### config.mk
export PLATFORM = sky130hd
export DESIGN_NAME = seq_divider_flat
export DESIGN_NICKNAME = d
export VERILOG_FILES = /design/src/rtl/seq_divider_if.sv /design/src/rtl/seq_divider.sv /design/src/flat_wrapper.sv
export SDC_FILE = /design/constraint.sdc
export NUM_CORES = 1
export LEC_CHECK = 0
export CAP_MARGIN = 15
export CORE_UTILIZATION = 25
export CTS_CLUSTER_DIAMETER = 150
export DETAILED_ROUTE_END_ITERATION = 16
export DONT_BUFFER_PORTS = 1
export GPL_ROUTABILITY_DRIVEN = 0
export GPL_TIMING_DRIVEN = 0
export PLACE_DENSITY = 0.41
export SLEW_MARGIN = 20
export SYNTH_ARGS = -nofsm -noshare
export SYNTH_HDL_FRONTEND = slang
export SYNTH_SLANG_ARGS = --single-unit
### constraint.sdc
create_clock -name clk -period 3.3 [get_ports clk]
set_clock_uncertainty 0.2 [all_clocks]
set_input_delay 0.495 -clock clk [delete_from_list [all_inputs] [get_ports clk]]
set_output_delay 0.495 -clock clk [all_outputs]
set_load 0.005 [all_outputs]
### src/rtl/seq_divider_if.sv
// Request/response bundle for seq_divider.
//   start     : single-cycle request, sampled on the rising clock edge
//   dividend  : unsigned dividend, valid with start
//   divisor   : unsigned divisor, valid with start
//   quotient  : registered quotient, valid while finish is high
//   remainder : registered remainder, valid while finish is high
//   finish    : one-cycle completion pulse
// master drives the request, slave (the divider) drives the result.
interface seq_divider_if #(
    parameter int WIDTH = 8
) ();
    logic             start;
    logic [WIDTH-1:0] dividend;
    logic [WIDTH-1:0] divisor;
    logic [WIDTH-1:0] quotient;
    logic [WIDTH-1:0] remainder;
    logic             finish;

    modport master (
        output start,
        output dividend,
        output divisor,
        input  quotient,
        input  remainder,
        input  finish
    );

    modport slave (
        input  start,
        input  dividend,
        input  divisor,
        output quotient,
        output remainder,
        output finish
    );
endinterface

### src/rtl/seq_divider.sv
// Restoring unsigned divider, one quotient bit per clock, MSB first.
// A request accepted in IDLE completes in exactly WIDTH cycles regardless of
// operand values; finish then pulses for one cycle. Divide by zero yields an
// all-ones quotient and remainder = dividend, with no special handling.
// Ports:
//   clk   : rising-edge clock
//   rst_n : asynchronous active-low reset
//   bus   : seq_divider_if slave (start/dividend/divisor in,
//           quotient/remainder/finish out)
module seq_divider #(
    parameter int WIDTH = 8
) (
    input  logic         clk,
    input  logic         rst_n,
    seq_divider_if.slave bus
);
    localparam int CNT_W = (WIDTH > 1) ? $clog2(WIDTH) : 1;

    typedef enum logic [1:0] {
        StIdle = 2'd0,
        StCalc = 2'd1,
        StDone = 2'd2
    } state_e;

    state_e state_q, state_d;

    logic [CNT_W-1:0] cnt_q, cnt_d;
    // Dividend bits leave at the MSB while quotient bits enter at the LSB, so
    // after WIDTH steps this register holds the full quotient.
    logic [WIDTH-1:0] dq_q, dq_d;
    logic [WIDTH-1:0] dvs_q, dvs_d;
    logic [WIDTH-1:0] rem_q, rem_d;
    logic [WIDTH-1:0] quotient_q, quotient_d;
    logic [WIDTH-1:0] remainder_q, remainder_d;
    logic             finish_q, finish_d;

    logic [WIDTH:0]   shifted;
    logic             fits;
    logic [WIDTH-1:0] diff;

    // State register.
    always_ff @(posedge clk or negedge rst_n) begin
        if (!rst_n) begin
            state_q <= StIdle;
        end else begin
            state_q <= state_d;
        end
    end

    // Datapath registers.
    always_ff @(posedge clk or negedge rst_n) begin
        if (!rst_n) begin
            cnt_q       <= '0;
            dq_q        <= '0;
            dvs_q       <= '0;
            rem_q       <= '0;
            quotient_q  <= '0;
            remainder_q <= '0;
            finish_q    <= 1'b0;
        end else begin
            cnt_q       <= cnt_d;
            dq_q        <= dq_d;
            dvs_q       <= dvs_d;
            rem_q       <= rem_d;
            quotient_q  <= quotient_d;
            remainder_q <= remainder_d;
            finish_q    <= finish_d;
        end
    end

    always_comb begin
        state_d     = state_q;
        cnt_d       = cnt_q;
        dq_d        = dq_q;
        dvs_d       = dvs_q;
        rem_d       = rem_q;
        quotient_d  = quotient_q;
        remainder_d = remainder_q;
        finish_d    = 1'b0;

        // Partial remainder needs one extra bit after the shift, before the
        // trial subtraction brings it back below the divisor.
        shifted = {rem_q, dq_q[WIDTH-1]};
        fits    = (shifted >= {1'b0, dvs_q});
        // When fits is set the true difference is < 2^WIDTH, so dropping the
        // top bit of the subtraction is exact.
        diff    = fits ? (shifted[WIDTH-1:0] - dvs_q) : shifted[WIDTH-1:0];

        unique case (state_q)
            StIdle: begin
                if (bus.start) begin
                    dq_d    = bus.dividend;
                    dvs_d   = bus.divisor;
                    rem_d   = '0;
                    cnt_d   = '0;
                    state_d = StCalc;
                end
            end
            StCalc: begin
                rem_d = diff;
                dq_d  = {dq_q[WIDTH-2:0], fits};
                cnt_d = cnt_q + 1'b1;
                if (cnt_q == CNT_W'(WIDTH - 1)) begin
                    quotient_d  = {dq_q[WIDTH-2:0], fits};
                    remainder_d = diff;
                    finish_d    = 1'b1;
                    cnt_d       = '0;
                    state_d     = StDone;
                end
            end
            StDone: begin
                state_d = StIdle;
            end
            default: begin
                state_d = StIdle;
            end
        endcase
    end

    assign bus.quotient  = quotient_q;
    assign bus.remainder = remainder_q;
    assign bus.finish    = finish_q;
endmodule

### src/flat_wrapper.sv
// flat-port wrapper written by rule: the top's interface ports become plain ports
module seq_divider_flat 
#(
    parameter int WIDTH = 8
)
  (clk, rst_n, bus_start, bus_dividend, bus_divisor, bus_quotient, bus_remainder, bus_finish);
  seq_divider_if #(.WIDTH(WIDTH)) bus_i ();
  input  logic clk;
  input  logic rst_n;
  input wire logic [$bits(bus_i.start)-1:0] bus_start;
  input wire logic [$bits(bus_i.dividend)-1:0] bus_dividend;
  input wire logic [$bits(bus_i.divisor)-1:0] bus_divisor;
  output wire logic [$bits(bus_i.quotient)-1:0] bus_quotient;
  output wire logic [$bits(bus_i.remainder)-1:0] bus_remainder;
  output wire logic [$bits(bus_i.finish)-1:0] bus_finish;
  assign bus_i.start = bus_start;
  assign bus_i.dividend = bus_dividend;
  assign bus_i.divisor = bus_divisor;
  assign bus_quotient = bus_i.quotient;
  assign bus_remainder = bus_i.remainder;
  assign bus_finish = bus_i.finish;
  seq_divider #(.WIDTH(WIDTH)) u_core (.clk(clk), .rst_n(rst_n), .bus(bus_i));
endmodule
# Word level (Yosys, flattened, before mapping)
# Cells that the tools add are included.
dict set report classes {
  n_eq_ne 4
  muxes 13
  reduce_logical 6
  n_addsub 2
  n_lt_le_gt_ge 1
}
# operator n
set op_table {}
lappend op_table {{$pmux 8 s2} 2}
lappend op_table {{$mux 8} 3}
lappend op_table {{$ge 9x8->1} 1}
lappend op_table {{$reduce_and 2->1} 4}
lappend op_table {{$sub 8x8->8} 1}
lappend op_table {{$mux 3} 2}
lappend op_table {{$pmux 3 s2} 1}
lappend op_table {{$mux 2} 2}
lappend op_table {{$pmux 2 s2} 1}
lappend op_table {{$add 3x1->3 const B} 1}
lappend op_table {{$eq 3x3->1 const B} 1}
lappend op_table {{$eq 2x1->1 const B} 1}
lappend op_table {{$logic_not 2->1} 1}
lappend op_table {{$mux 1} 2}
lappend op_table {{$ne 2x1->1 const B} 1}
lappend op_table {{$ne 2x2->1 const B} 1}
lappend op_table {{$reduce_bool 2->1} 1}
dict set report word_totals {
  ff_bits 46
  out_inout_bits 17
  word_cells 34
}

# Depth between registers and ports, before layout
# Gate-level depths: netlist of the first run.
dict set report depth {
  word_depth 3
  depth_mapped 9
}

# Worst setup path after synthesis of the first run
# OpenSTA, ideal clock, no wires.
dict set report synth_timing {
  kind {register to register}
  start {register u_core.dq_q[7]}
  end {register u_core.remainder_q[6], in the netlist u_core.bus.remainder[6]}
  period_less_slack_ps 2298
  path_slack_ps 1002
  path_stages_with_launch 10
  arrival_ps 1969
  t_required_ps 2971
  setup_time_ps 129
  n_path_buf 0
  cell_sequence {dfrtp_1 -> inv_1 -> ha_1 -> inv_1 -> fa_1 -> and4_1 -> a221o_1 -> a211o_1 -> o211ai_1 -> nand3_1}
}
dict set report synth_between {
  elab_chain_cells 2
  word_cells_on_any_way 3
  cone_classes {add/sub (1); order compare (1); mux (1)}
}
# element line
set synth_lines {}
lappend synth_lines {{start: declaration} seq_divider.sv:30} ;# logic [WIDTH-1:0] dq_q, dq_d;
lappend synth_lines {{start signal: assignment} seq_divider.sv:62} ;# dq_q <= dq_d;
lappend synth_lines {{$sub 8x8->8 or $ge 9x8->1 (tied branches)} {seq_divider.sv:87, seq_divider.sv:84}}
lappend synth_lines {{$mux 8 *} seq_divider.sv:87} ;# diff = fits ? (shifted[WIDTH-1:0] - dvs_q) : shifted[WIDTH-1:0];
lappend synth_lines {{end signal: assignment} seq_divider.sv:66} ;# remainder_q <= remainder_d;
lappend synth_lines {{end: declaration} seq_divider.sv:34} ;# logic [WIDTH-1:0] remainder_q, remainder_d;
# Mark *: on every way between the ends. The rest lies on a longest branch, timed or not.
# A chain may end at the register's enable or synchronous reset.

# Final worst setup path of the first run
# Ends and elaborated chain as after synthesis.

==> reports/metrics.yaml, run 1 <==
leakage_nw: 1.18
dpl.cell_count: 390
hold_violations: 0
grt_pass1_wl_um: 10300
clkPwrFrac_pct: 11.0
fin_nets: 300
routed_wirelength_um: 6330
fin_setup_tns_ns: 0
syn_nets: 291
grt_busiest_layer: "met1"
clk_pin_slew_ns: 0.10
die_h_um: 101
synth_common_cells: "nand2_1 (57), dfrtp_1 (46), o21ai_0 (21)"
switching_power_w: 0.00159
cts_sinks: 46
avgSynthCellArea_um2: 9.44
power_density_nw_per_um2: 1210
drtAntennaViolNets: 0
max_cap_violations: 0
cellInternalPower_w: 0.00175
cts_resized: 0
criticalPathCategory: "reg -> reg"
antenna_found_initial: 0
synth.cell_area_um2: 2460
slew_headroom_pct: 62.4
max_slew.worst_pin.slew_ns: 0.564
peakVddDrop_v: 0.000293
cts_root_buf: "clkbuf_8"
cp.required_ns: 3.29
dp_slack_ns: 0.714
grt_usage_pct: 13.2
synth_seq_cells: 46
synth.most_common_cell: "nand2_1"
fp-row-count: 35
end_kind: "register"
core_um2: 9370
synth_edf_count: 0
initial_core_util_pct: 26.3
fin_crit_ns: 2.60
setup_violations: 0
die_width_um: 101
viasPerCell: 4.70
grt_util_met1_pct: 19.3
io_pins: 36
async_reset_ff_share_pct: 100
wl_per_cell_um: 15.8
ys_warn_count: 0
use_met3_pct: 3.38
grt-ovfl-total: 0
drive_gt1_share_pct: 11.1
comb_power_share_pct: 57.2
fin_hold_ws_ns: 0.106
hp-class: "in -> reg"
synthToLayoutAreaGrowth_pct: 11.8
clk_path_buf_depth: 2
worst_setup_path_start_kind: "register"
htreeDepth: 2
die-area_um2: 10300
synth_top_area_share_pct: 46.7
status: "finished clean"
fin_ws_ns: 0.702
grt_use_met2_pct: 19.0
max_freq_mhz: 385
ys_types: 52
cp.arrival_ns: 2.59
io_buffers: 0
n_antenna_cell: 0
worstSkewPairLatency_ns: 0.31
drt_iter0_drc: 111
power_frac_seq_pct: 31.8
fillers: 1009
drc: 0
rsz0062_at_grt: "no"
synthCells: 261
p_sw_share_pct: 47.6
synth_flop_cell: "dfrtp_1"
dpl.hpwl_um: 4640
synth.area.top_cells: "dfrtp_1 (47%), nand2_1 (8.7%), ha_1 (5.1%), o21ai_0 (4.3%), mux2i_1 (2.4%)"
seq_area_frac_synth_pct: 46.7
crit_fanout: 4
cts_buffers: 5
synth_largest_area_cell: "dfrtp_1"
dr_total_vias: 1879
stdcell_count: 400
grt_pass1_vias: 1886
slew_viol_final: 0
grt_max_degree: 47
tritoncts: "done"
drtPass1Iterations: 4
min_period_over_period_pct: 78.7
-- registers in the layout, indices dropped and copies added, names as in the netlist --
signal	count
u_core.bus.quotient	8
u_core.cnt_q	3
u_core.rem_q	8
u_core.dvs_q	8
u_core.bus.remainder	8
u_core.dq_q	8
u_core.state_q	2
u_core.bus.finish	1
-- worst paths after layout --
check / slack [ns] / from / endpoint / depth (start not counted)
hold / removal: 0.11 / bus_divisor[6] / u_core.dvs_q[6] / 2
max in group asynchronous: 2.20 / rst_n / u_core.bus.quotient[6] / 2
setup reg to reg: 0.70 / u_core.dq_q[7] / u_core.bus.remainder[6] / 9
hold reg to reg: 0.30 / u_core.cnt_q[0] / u_core.cnt_q[0] / 1
setup / recovery: 0.70 / u_core.dq_q[7] / u_core.bus.remainder[6] / 9
min in group asynchronous: 0.48 / rst_n / u_core.rem_q[7] / 2
-- cell families after synthesis --
family                   count (synthesis)  synth area share [%]
adder cells (fa/ha/maj)                 11                  5.89
AND/OR/NAND/NOR                        103                  19.9
buffers and inverters                   28                  4.93
multiplexers                             7                  2.89
AO/OA/AOI/OAI                           63                  18.6
flip-flops                              46                  46.7
XOR/XNOR                                 3                  1.07
-- worst max-delay path, cell delays in order (launching register included) --
cell	delay [ns]
dfrtp_1	0.44
inv_1	0.10
ha_1	0.20
inv_1	0.07
fa_1	0.42
and4_1	0.20
a221o_1	0.31
a211o_1	0.31
o211ai_1	0.13
nand3_1	0.10
-- power by group through the flow --
stage | Sequential (W) | Combinational (W) | Clock (W)
after floorplan | 0.000999 | 0.00150 | 0
after global placement | 0.00107 | 0.00190 | 0
after detailed placement | 0.00107 | 0.00190 | 0
after CTS | 0.00106 | 0.00193 | 0.000387
after global routing | 0.00110 | 0.00215 | 0.000409
final | 0.00106 | 0.00191 | 0.000368
-- area by class of cell --
class                      instances  area [um2]  share of cell area (%)
multi-input combinational        187        1190                    43.2
sequential                        46        1150                    41.8
tap                              129         161                    5.86
buffer                            15        72.6                    2.63
clock buffer                       5        68.8                    2.50
inverter                          13        48.8                    1.77
timing repair buffer               2        37.5                    1.36
clock inverter                     3        23.8                   0.863
-- stage by stage --
step / util, % / instance area [um2] / total power (W)
after floorplan: - / 2460 / 0.00250
after global placement: 28.0 / 2630 / 0.00297
after detailed placement: 28.0 / 2630 / 0.00298
after CTS: 29.4 / 2760 / 0.00338
after global routing: 29.4 / 2760 / 0.00367
final: 29.4 / 2760 / 0.00334
-- layer usage --
layer / vias to the layer above / share of wire, % / wire length, um
met3: 9 / 5.0 / 316
met1: 883 / 50 / 3170
met4: 0 / 1.5 / 92
met2: 44 / 43 / 2750
li1: 943 / - / -
met5: - / 0 / 0
-- what timing repair did --
action,CTS,global route
setup buffers,0,0
endpoints found under the hold margin,46,0
hold buffers,2,0
-- cell usage in the layout (no fill, tap or decap), types with 7 or more instances in the layout --
master   instances
buf_2            7
dfrtp_1         46
ha_1            10
inv_1           12
nand2_1         57
nand3_1          9
nand4_1          9
nor2_1          10
o21ai_0         21
Note: power is estimated with default switching activity, not from simulation.
==> inputs of run 2 (changes only) <==
clock period = 2.55 ns   (was 3.3 ns; I/O delays follow)
==> run 2 against run 1 <==
Effect of this change:
- register-to-register slack lost 0.57 ns
- non-clock buffer count grew 8
- sequential power grew 29%
- cell area grew 3.4%
- wire length shrank 0.40%
- total power grew 31%
- via count grew 0.90%
- utilization grew 1.0 points
- global-route usage is the same
- first-iteration DRC count shrank 9.0%
==> reports/metrics.yaml, run 2 (synthesis gave the netlist of run 1 again) <==
status: "finished clean"
fin_nets: 308
fillers: 1009
die_width_um: 101
worstSkewPairLatency_ns: 0.31
hold_violations: 0
crit_slowest_cell: "dfrtp_1"
crit_family: "compound AO/OA/AOI/OAI gates"
drtAntennaViolNets: 0
drive_gt1_share_pct: 11.8
grt_pass1_vias: 1882
peakVddDrop_v: 0.000380
htreeDepth: 2
dpl.hpwl_um: 4640
core_um2: 9370
end_kind: "register"
n_antenna_cell: 0
cts_sinks: 46
cp.required_ns: 2.55
final_cell_mix: "nand2_1 (57), dfrtp_1 (46), o21ai_0 (21)"
met1_length_um: 3090
viasPerCell: 4.65
worstPathCellList: "inv_1 > ha_4 > inv_1 > fa_2 > and4_1 > a221o_1 > a211o_1 > o211ai_1 > nand3_1"
drt_iter0_drc: 101
wl_per_cell_um: 15.4
cts_buffers: 5
min_period_over_period_pct: 94.6
tritoncts: "done"
fin_ws_ns: 0.137
io_pins: 36
wl_met3_um: 384
initial_core_util_pct: 26.3
slew_headroom_pct: 62.6
io_buffers: 0
leakage_nw: 1.21
max_freq_mhz: 414
die-area_um2: 10300
grt_usage_pct: 13.2
cp.buffers_inverters: 2
slew_viol_final: 0
crit_path_frequent_cell: "inv_1"
drc: 0
clk_pin_slew_ns: 0.10
power_density_nw_per_um2: 1540
hp-class: "in -> reg"
setup_violations: 0
topRoutingLayerUsed: "met4"
dp_slack_ns: -0.0355
drtPass1Iterations: 4
die_h_um: 101
grt_pass1_wl_um: 10200
fp-row-count: 35
wl_met2_um: 2770
grt-ovfl-total: 0
regArea_um2: 1150
cp.arrival_ns: 2.41
criticalPathCategory: "reg -> reg"
routed_wirelength_um: 6300
cts_root_buf: "clkbuf_8"
max_stage_delay_ns: 0.39
antenna_found_initial: 0
max_cap_violations: 0
fin_hold_ws_ns: 0.0163
dr_total_vias: 1896
clk_path_buf_depth: 2
utilization_pct: 30.4
synthToLayoutAreaGrowth_pct: 15.6
max_slew.worst_pin.slew_ns: 0.561
multi_input_area_um2: 1210
crit_fanout: 4
worst_setup_path_start_kind: "register"
fin_crit_ns: 2.41
rsz0062_at_grt: "no"
layout_commonest_cell: "nand2_1"
grt_max_degree: 47
## run 2: cell types whose count changed in the layout (fill, tap and decap cells not counted)
cell,delta
a2111oi_0,-1
a2111oi_1,+1
buf_4,+1
dlygate4sd3_1,+7
fa_1,-1
fa_2,+1
ha_1,-1
ha_4,+1
## run 2: report_power, final
group	total (W)	internal [W]	switching, W
Combinational	0.00253	0.00102	0.00151
Clock	0.000479	0.000197	0.000283
Sequential	0.00137	0.00109	0.000277
## run 2: through the flow
| step | TNS (ns) | area (um2) | std cells | power, W |
|---|---|---|---|---|
| detailed placement | -0.0355 | 2630 | 390 | 0.00385 |
| floorplan | 0 | 2460 | 261 | 0.00324 |
| CTS | 0 | 2830 | 408 | 0.00439 |
| global placement | -0.0254 | 2630 | 390 | 0.00384 |
| finish | 0 | 2850 | 408 | 0.00438 |
| global route | 0 | 2850 | 408 | 0.00481 |
## run 2: worst paths after layout
| path | to | start | slack [ns] | depth (start not counted) |
|---|---|---|---|---|
| hold reg to reg | u_core.cnt_q[0] | u_core.cnt_q[0] | 0.30 | 1 |
| hold / removal | u_core.dq_q[0] | bus_dividend[0] | 0.02 | 2 |
| setup / recovery | u_core.bus.remainder[6] | u_core.dq_q[7] | 0.14 | 9 |
| min in group asynchronous | u_core.rem_q[7] | rst_n | 0.37 | 2 |
| max in group asynchronous | u_core.state_q[1] | rst_n | 1.56 | 2 |
| setup reg to reg | u_core.bus.remainder[6] | u_core.dq_q[7] | 0.14 | 9 |
## run 2: timing repair
| item | in CTS | in global routing |
|---|---|---|
| hold endpoints to repair | 53 | 0 |
| setup buffers | 1 | 0 |
| hold buffers | 9 | 0 |
| setup endpoints to repair | 1 | 2 |
| resized for setup | 0 | 4 |
## run 2: cell type report
class | count | share of cell area (%)
Multi-Input combinational cell | 187 | 42.4
Sequential cell | 46 | 40.4
Tap cell | 129 | 5.67
Timing Repair Buffer | 10 | 4.04
Buffer | 15 | 2.55
Clock buffer | 5 | 2.42
Inverter | 13 | 1.71
Clock inverter | 3 | 0.834
## run 2: worst register-to-register path, cell delays in order, from the launching register on
cell and delay, ns:
dfrtp_1 0.39, inv_1 0.11, ha_4 0.16, inv_1 0.05
fa_2 0.36, and4_1 0.19, a221o_1 0.31, a211o_1 0.31
o211ai_1 0.12, nand3_1 0.10
## run 2: routing by layer
metal,vias to the layer above,track usage [%]
li1,959,-
met1,882,19.1
met2,48,19.3
met3,7,3.24
met4,0,3.68
met5,-,0
